--- src/rtl/voice_allocator.sv ---
// Polyphonic voice allocator: maps key-on/key-off requests onto NUM_VOICES voice slots.
// Optional voice stealing when all voices are gated: define VOICE_STEAL_EN.
module voice_allocator #(
  parameter int NUM_VOICES = 4,
  parameter int VW         = 2
) (
  input  logic                  clk,
  input  logic                  reset,
  input  logic                  key_on,
  input  logic                  key_off,
  input  logic [3:0]            note,
  input  logic [2:0]            octave,
  output logic                  req_ready,
  input  logic [NUM_VOICES-1:0] voice_idle,
  output logic [NUM_VOICES-1:0] voice_ld,
  output logic [3:0]            voice_note,
  output logic [2:0]            voice_octave,
  output logic [NUM_VOICES-1:0] voice_gate,
  output logic [VW:0]           active_count,
  output logic                  drop
);

  typedef enum logic [1:0] {S_IDLE, S_SEARCH, S_LOAD} state_t;

  state_t                  state_q;
  logic                    op_off_q;
  logic [3:0]              key_note_q;
  logic [2:0]              key_oct_q;
  logic [VW-1:0]           tgt_q;
  logic [3:0]              tbl_note_q [NUM_VOICES];
  logic [2:0]              tbl_oct_q  [NUM_VOICES];
  logic [NUM_VOICES-1:0]   gate_q, gate_d;
  logic [NUM_VOICES-1:0]   ld_q;
  logic [VW:0]             cnt_q;
  logic                    drop_q;
  logic                    ready_q;
  logic [3:0]              vnote_q;
  logic [2:0]              voct_q;
`ifdef VOICE_STEAL_EN
  logic [VW-1:0]           steal_q;
`else
  logic [NUM_VOICES-1:0]   match_in;
`endif

  logic [NUM_VOICES-1:0]   match_lat;
  logic [VW:0]             hit_lat, free_idle, free_any;
  logic                    sel_found;
  logic [VW-1:0]           sel_idx;
  logic [NUM_VOICES-1:0]   sel_onehot;

  // Returns {found, index} of the lowest set bit.
  function automatic logic [VW:0] find_lowest(input logic [NUM_VOICES-1:0] vec);
    logic [VW:0] r;
    r = '0;
    for (int i = NUM_VOICES - 1; i >= 0; i--) begin
      if (vec[i]) r = {1'b1, VW'(i)};
    end
    return r;
  endfunction

  function automatic logic [VW:0] popcount(input logic [NUM_VOICES-1:0] vec);
    logic [VW:0] r;
    r = '0;
    for (int i = 0; i < NUM_VOICES; i++) begin
      r = r + {{VW{1'b0}}, vec[i]};
    end
    return r;
  endfunction

  always_comb begin
    match_lat = '0;
    for (int v = 0; v < NUM_VOICES; v++) begin
      match_lat[v] = gate_q[v] && (tbl_note_q[v] == key_note_q) && (tbl_oct_q[v] == key_oct_q);
    end
  end

`ifndef VOICE_STEAL_EN
  // Gates and key table are frozen while idle, so the overflow outcome is known at acceptance.
  always_comb begin
    match_in = '0;
    for (int v = 0; v < NUM_VOICES; v++) begin
      match_in[v] = gate_q[v] && (tbl_note_q[v] == note) && (tbl_oct_q[v] == octave);
    end
  end
`endif

  always_comb begin
    hit_lat   = find_lowest(match_lat);
    free_idle = find_lowest(~gate_q & voice_idle);
    free_any  = find_lowest(~gate_q);
    sel_found = 1'b1;
    sel_idx   = '0;
    if (hit_lat[VW]) begin
      sel_idx = hit_lat[VW-1:0];
    end else if (free_idle[VW]) begin
      sel_idx = free_idle[VW-1:0];
    end else if (free_any[VW]) begin
      sel_idx = free_any[VW-1:0];
    end else begin
`ifdef VOICE_STEAL_EN
      sel_idx = steal_q;
`else
      sel_found = 1'b0;
`endif
    end
    sel_onehot          = '0;
    sel_onehot[sel_idx] = 1'b1;
  end

  always_comb begin
    gate_d = gate_q;
    if (state_q == S_SEARCH && op_off_q && hit_lat[VW]) begin
      gate_d[hit_lat[VW-1:0]] = 1'b0;
    end else if (state_q == S_LOAD) begin
      gate_d[tgt_q] = 1'b1;
    end
  end

  always_ff @(posedge clk) begin
    if (!reset) begin
      state_q    <= S_IDLE;
      op_off_q   <= 1'b0;
      key_note_q <= '0;
      key_oct_q  <= '0;
      tgt_q      <= '0;
      gate_q     <= '0;
      cnt_q      <= '0;
      ld_q       <= '0;
      drop_q     <= 1'b0;
      ready_q    <= 1'b1;
      vnote_q    <= '0;
      voct_q     <= '0;
      for (int v = 0; v < NUM_VOICES; v++) begin
        tbl_note_q[v] <= '0;
        tbl_oct_q[v]  <= '0;
      end
`ifdef VOICE_STEAL_EN
      steal_q    <= '0;
`endif
    end else begin
      ld_q   <= '0;
      drop_q <= 1'b0;
      gate_q <= gate_d;
      cnt_q  <= popcount(gate_d);
      case (state_q)
        S_IDLE: begin
          if (key_off || key_on) begin
            key_note_q <= note;
            key_oct_q  <= octave;
            op_off_q   <= key_off;
            ready_q    <= 1'b0;
            state_q    <= S_SEARCH;
`ifndef VOICE_STEAL_EN
            drop_q     <= !key_off && (&gate_q) && !(|match_in);
`endif
          end
        end
        S_SEARCH: begin
          if (!op_off_q && sel_found) begin
            tgt_q   <= sel_idx;
            ld_q    <= sel_onehot;
            vnote_q <= key_note_q;
            voct_q  <= key_oct_q;
            state_q <= S_LOAD;
`ifdef VOICE_STEAL_EN
            if (!hit_lat[VW] && !free_any[VW]) begin
              steal_q <= (steal_q == VW'(NUM_VOICES - 1)) ? '0 : steal_q + 1'b1;
            end
`endif
          end else begin
            state_q <= S_IDLE;
            ready_q <= 1'b1;
          end
        end
        S_LOAD: begin
          tbl_note_q[tgt_q] <= key_note_q;
          tbl_oct_q[tgt_q]  <= key_oct_q;
          state_q           <= S_IDLE;
          ready_q           <= 1'b1;
        end
        default: begin
          state_q <= S_IDLE;
          ready_q <= 1'b1;
        end
      endcase
    end
  end

  assign req_ready    = ready_q;
  assign voice_ld     = ld_q;
  assign voice_note   = vnote_q;
  assign voice_octave = voct_q;
  assign voice_gate   = gate_q;
  assign active_count = cnt_q;
  assign drop         = drop_q;

endmodule

--- config.mk ---
export PLATFORM = sky130hd
export DESIGN_NAME = voice_allocator
export DESIGN_NICKNAME = d
export VERILOG_FILES = /design/src/rtl/voice_allocator.sv
export SDC_FILE = /design/constraint.sdc
export NUM_CORES = 1
export LEC_CHECK = 0
export BUFFER_PORTS_ARGS = -buffer_cell sky130_fd_sc_hd__buf_2
export CAP_MARGIN = 20
export CORE_MARGIN = 2
export CORE_UTILIZATION = 60
export CTS_BUF_LIST = sky130_fd_sc_hd__clkbuf_4 sky130_fd_sc_hd__clkbuf_8
export DETAILED_ROUTE_END_ITERATION = 7
export MAX_ROUTING_LAYER = met4
export PLACE_DENSITY = 0.82
export SYNTH_ARGS = -nofsm -noshare
export SYNTH_HDL_FRONTEND = slang
export SYNTH_SLANG_ARGS = --single-unit
--- constraint.sdc ---
create_clock -name clk -period 2.89 [get_ports clk]
set_input_delay 0.289 -clock clk [delete_from_list [all_inputs] [get_ports clk]]
set_output_delay 0.289 -clock clk [all_outputs]
set_load 0.02 [all_outputs]
Yosys cells after proc, flatten, opt, wreduce, memory -nomap -nowiden
Memory sizes are Yosys's and may differ from the RTL's. Cells that the tools add are included.

Reduce and logical (&&, ||, !) cells: 38. Muxes and demuxes: 42. Bitwise gates (word level): 5. Equal/unequal tests: 20. Add/subtract/negate cells: 3. Order comparisons: 6.

Operators by type and width (number): two-way mux 3 bit (13); equality test 4 bit (8); equality test 3 bit (8); logical AND 1 bit (24); two-way mux 1 bit (14); two-way mux 2 bit (7); two-way mux 4 bit (3); less-than comparator 2 x 3 -> 1 bit, second input constant (3); AND 4 bit (2); inverter 4 bit (2); OR reduction 4 bit (2); demux 1 bit (select 2 bit) (3); greater-or-equal comparator 2 x 1 -> 1 bit, second input constant (3); AND reduction 2 bit (3); AND reduction 3 bit (2); inequality test 2 bit, second input constant (2); OR 4 bit (1); one-hot mux 2 bit (2 select lines) (1); AND reduction 4 bit (1); adder 2 x 1 -> 3 bit (1); adder 3 x 1 -> 3 bit (1); zero test 1 bit (3); OR reduction 3 bit (1); adder 1 x 1 -> 2 bit (1); 5 further kinds (5).

RAM bits: 28. Output and inout port bits: 20. Flip-flop bits (word level): 32. Input bits: 15. Memories: 2.

Memories: tbl_note_q (depth 4, width 4, rd ports 4, clocked after Yosys merged registers in 0, wr ports 4, RTL line 30) `logic [3:0] tbl_note_q [NUM_VOICES];`; tbl_oct_q (depth 4, width 3, rd ports 4, clocked after Yosys merged registers in 0, wr ports 4, RTL line 31) `logic [2:0] tbl_oct_q [NUM_VOICES];`.

Logic depth before layout (Yosys ltp)
Word-level depth: 17. Gate-level depth with buffers: 10. Gate-level depth less buffers: 9.

Worst setup path after synthesis
Ideal clock, no wire load.

Kind: register to register. From: register gate_q[1] (netlist: voice_gate[1]). To: register cnt_q[1] (netlist: active_count[1]). Cell stages (with the launch flop): 10. Path slack: 0.261 ns. Period minus slack after synthesis: 2.629 ns. Setup time: 0.115 ns. Data arrival time: 2.514 ns. Cells stage by stage: dfxtp_1 clkbuf_1 nand4_1 or2_2 and2_4 a21oi_1 fa_1 ha_1 ha_1 and2_1.

Elaborated cells between the ends (all ways): 18. Classes of those cells: 3 x add/sub; 2 x order compare; 6 x mux; 3 x bitwise; 4 x reduce/logical.

RTL lines: start, declared (RTL line 32) `logic [NUM_VOICES-1:0] gate_q, gate_d;`; start signal, assigned (RTL line 143) `gate_q <= gate_d;`; logical AND 1 bit * (2 in a row) (RTL line 73) `match_lat[v] = gate_q[v] && (tbl_note_q[v] == key_note_q) && (tbl_oct_q[v] == key_oct_q);`; two-way mux 3 bit * (2 in a row) (RTL line 56) `if (vec[i]) r = {1'b1, VW'(i)};`; less-than comparator 2 x 3 -> 1 bit (implied by the code) / greater-or-equal comparator 2 x 1 -> 1 bit (equally long branches) (RTL line 113) `gate_d[hit_lat[VW-1:0]] = 1'b0;`; logical AND 1 bit (implied by the code) (RTL line 113); two-way mux 1 bit (implied by the code) (RTL line 113); demux 1 bit (select 2 bit) (RTL line 113); inverter 4 bit (no line); AND 4 bit (no line); two-way mux 4 bit * (RTL line 112) `if (state_q == S_SEARCH && op_off_q && hit_lat[VW]) begin`; via gate_d[3] (RTL line 32); adder 3 x 1 -> 3 bit * (RTL line 65) `r = r + {{VW{1'b0}}, vec[i]};`; end signal, assigned (RTL line 144) `cnt_q <= popcount(gate_d);`; end, declared (RTL line 34) `logic [VW:0] cnt_q;`.

The timed path passes the listed nets; every way through them passes the cells marked *. A chain may end at the register's enable or synchronous reset.

==> flow_summary_export.csv <==
group,metric,value,unit
cts,clkTransAtPathRegs,80,ps
yosys,synth.avg_cell_area,9.92,um^2
global_routing,grt_pass1_vias,2519,
drt,drc,0,
final_layout,antenna_cells,0,
drt,routedWlPerCell,18.0,um
worst_setup_path,critPathKind,"register to register",
global_routing,grt_usage,29.3,%
timing,worstMarginPinSlew,806,ps
timing,setup_violations,0,
drt,initialDrtViolationCount,164,
pwr,power.density,563,nW/um^2
drt,wirelength,7850,um
worst_setup_path,end_kind,"register",
timing,slew_headroom,46.2,%
drt,first_pass_iters,5,
timing,finalCriticalPeriod,2750,ps
worst_setup_path,reg2reg_slack,140,ps
floorplan,die_x,77.2,um
cts,cts_buffers,9,
cts,htreeDepth,3,
yosys,ys_ff_latch,60,
yosys,yosys.area_share.simple,22.8,%
final_layout,fill_cells,398,
final_layout,stdcell_area,3700,um^2
cts,cts_tree,"yes",
timing,fmax,364,MHz
yosys,yosysSeqAreaShare,46.1,%
floorplan,coreArea,5140,um^2
yosys,async_flop_share,0,%
timing,setup_tns,0,ps
worst_hold_path,worstHoldPathType,"primary input to register",
global_routing,grt_max_degree,22,
floorplan,initial_utilization,62.6,%
global_routing,grt-ovfl-total,0,
worst_setup_path,worst-endpoint-required,3140,ps
global_routing,grt_first_pass_wirelength,12800,um
yosys,muxShareOfSynthArea,2.18,%
floorplan,num_io_pins,35,
worst_setup_path,worst-path-max-fanout,5,
worst_hold_path,hold_end,"key_note_q[1]",
place,place_area,3470,um^2
pwr,leakage,1.45,nW
cts,clk_latency,350,ps
final_layout,nNetsFinal,379,
worst_setup_path,rr_startpoint,"tbl_oct_q[0][0]",
floorplan,num_rows,26,
timing,finalHoldViolCount,0,
place,dp_hpwl,5690,um
final_layout,drive_gt1_share,21.0,%
worst_setup_path,ff2ff_path_depth,9,
worst_setup_path,r2r_end,"active_count[1]",
status,status,"complete, no violations",
worst_setup_path,startpoint_type,"register",
pwr,vdd_drop_max,509,uV
yosys,syn-num-nets,342,
drt,vias,2520,
final_layout,syn_to_final_growth,14.9,%
yosys,synth_fa_ha_area_share,1.40,%
timing,rsz0062_at_grt,"no",
yosys,synth_top_family_by_area,"simple AND/OR/NAND/NOR gates",
timing,fin_crit_sh,95.0,%
place,portBuffers,34,
worst_hold_path,hold_start,"note[1]",
yosys,synth.distinct_cells,50,
cts,clockRootBuffer,"clkbuf_8",
worst_hold_path,hold_depth,3,
drt,ant_nets,0,
yosys,syn_area,3220,um^2
drt,avgViaCountPerCell,5.78,
yosys,synth_edf_count,28,
worst_setup_path,cp.arrival,3000,ps
yosys,synth_compound_area_share,7.98,%
cts,clk_path_buf_depth,2,
yosys,yosys.area_share.xor_xnor,15.3,%
timing,finClkSkew,9.69,ps
run,cap_violations,0,
global_routing,grt_antenna_before_repair,0,
floorplan,fp.dieH,77.2,um
place,routabilityCongestion,1.02,
yosys,synth_cells,324,
timing,slew_viol_final,0,
floorplan,dieArea,5960,um^2
cts,clock-sinks,60,
yosys,ys_warn_count,0,
yosys,ys.flop_type,"dfxtp_1",
placed cells by master, fill, tap and decap left out, types with 2 or more instances in the layout:
| cell type | count |
|---|---|
| buf_2 | 34 |
| and2_1 | 28 |
| nand2b_1 | 6 |
| and4_1 | 2 |
| nand3b_1 | 2 |
| edfxtp_1 | 28 |
| inv_1 | 5 |
| ha_1 | 2 |
| nor2_1 | 14 |
| a21oi_1 | 9 |
| nor2b_1 | 3 |
| bufinv_16 | 2 |
| buf_4 | 16 |
| o21ai_1 | 2 |
| o21ai_0 | 8 |
| and3_1 | 7 |
| nor3b_1 | 3 |
| nand2_1 | 39 |
| nand4_1 | 15 |
| clkinv_2 | 3 |
| xor2_1 | 12 |
| clkbuf_8 | 9 |
| xnor2_1 | 44 |
| mux2i_1 | 7 |
| a31oi_1 | 2 |
| dfxtp_1 | 30 |
| o22ai_1 | 2 |
| dfxtp_2 | 2 |
| nor3_1 | 4 |
per-stage QoR:
step                      util [%]  power (mW)  instances  setup slack, ps  hold WS, ps
final                         71.9        2.08        436              145          257
after global routing          71.9        2.15        436             4.15          278
after CTS                     71.6        2.08        435              124          258
after detailed placement      67.5        1.26        419              133          450
after global placement        67.5        1.25        419              214          443
after floorplan                  -        1.18        324              261          449
timing repair:
action	in CTS	in global routing
setup endpoints to repair	0	1
hold endpoints to repair	0	0
resized for setup	0	3
buffers inserted	0	1
hold buffers	0	0
layout make-up:
| cell class | count | area, um^2 | share of cell area, % |
|---|---|---|---|
| clock buffer | 9 | 124 | 3.35 |
| clock inverter | 7 | 91.3 | 2.47 |
| inverter | 5 | 18.8 | 0.508 |
| multi-input combinational | 235 | 1600 | 43.3 |
| sequential | 60 | 1480 | 40.1 |
| tap | 70 | 87.6 | 2.37 |
| timing repair buffer | 50 | 290 | 7.85 |
cell families after synthesis:
group	after synthesis
flops	60
simple gates	131
fa+ha+maj	3
compound gates	38
xor+xnor	56
buf+inv	29
mux	7
layer usage:
layer / GRT usage (%) / wire length [um] / up-vias
met3: 6.71 / 621 / 21
met2: 46.0 / 3800 / 124
met1: 36.0 / 3220 / 1195
met5: - / 0 / -
li1: - / - / 1180
met4: 13.4 / 209 / 0
synthesized netlist by cell type, types with 4 or more instances:
library cell	n	area share (%)
nand4_1	15	2.9
a21oi_1	10	1.6
clkbuf_1	15	1.8
xnor2_1	44	12
mux2i_1	7	2.2
buf_2	5	0.78
nand2_1	39	4.6
nand2b_1	6	1.2
nor3_1	4	0.62
inv_1	5	0.58
o21ai_0	8	1.2
nor2_1	14	1.6
edfxtp_1	28	26
dfxtp_1	32	20
and3_1	7	1.4
and2_1	28	5.4
xor2_1	12	3.3
worst max-delay path by stage:
stage	from	to	slack (ps)	depth (start not counted)
3_3_place_gp	key_note_q[1]	active_count[1]	210	9
6_report	tbl_oct_q[0][0]	active_count[1]	140	9
5_1_grt	tbl_oct_q[0][1]	active_count[1]	4	9
4_1_cts	tbl_note_q[0][0]	active_count[1]	120	9
3_5_place_dp	tbl_note_q[0][0]	active_count[1]	130	9
2_1_floorplan	voice_gate[1]	active_count[1]	260	9
power by group:
part / switching (mW) / internal (mW) / total, mW / leakage (nW)
clock network: 0.353 / 0.482 / 0.834 / 0.109
logic: 0.162 / 0.116 / 0.278 / 0.792
registers: 0.0415 / 0.927 / 0.969 / 0.551
total: 0.556 / 1.52 / 2.08 / 1.45
worst max-delay path: stages, from the launching register on:
cell	delay, ps
edfxtp_1	430
xor2_1	170
nor4_2	320
nand4_2	190
buf_4	190
o22a_1	220
fa_1	490
ha_1	220
ha_1	280
and2_1	150
registers in the layout (all words and copies together), names as in the netlist:
name / cells
key_note_q: 4
tbl_note_q: 16
tgt_q: 2
active_count: 3
drop: 1
state_q: 2
voice_octave: 3
req_ready: 1
voice_ld: 4
voice_note: 4
key_oct_q: 3
op_off_q: 1
voice_gate: 4
tbl_oct_q: 12
Power figures use the tool's default switching activity.
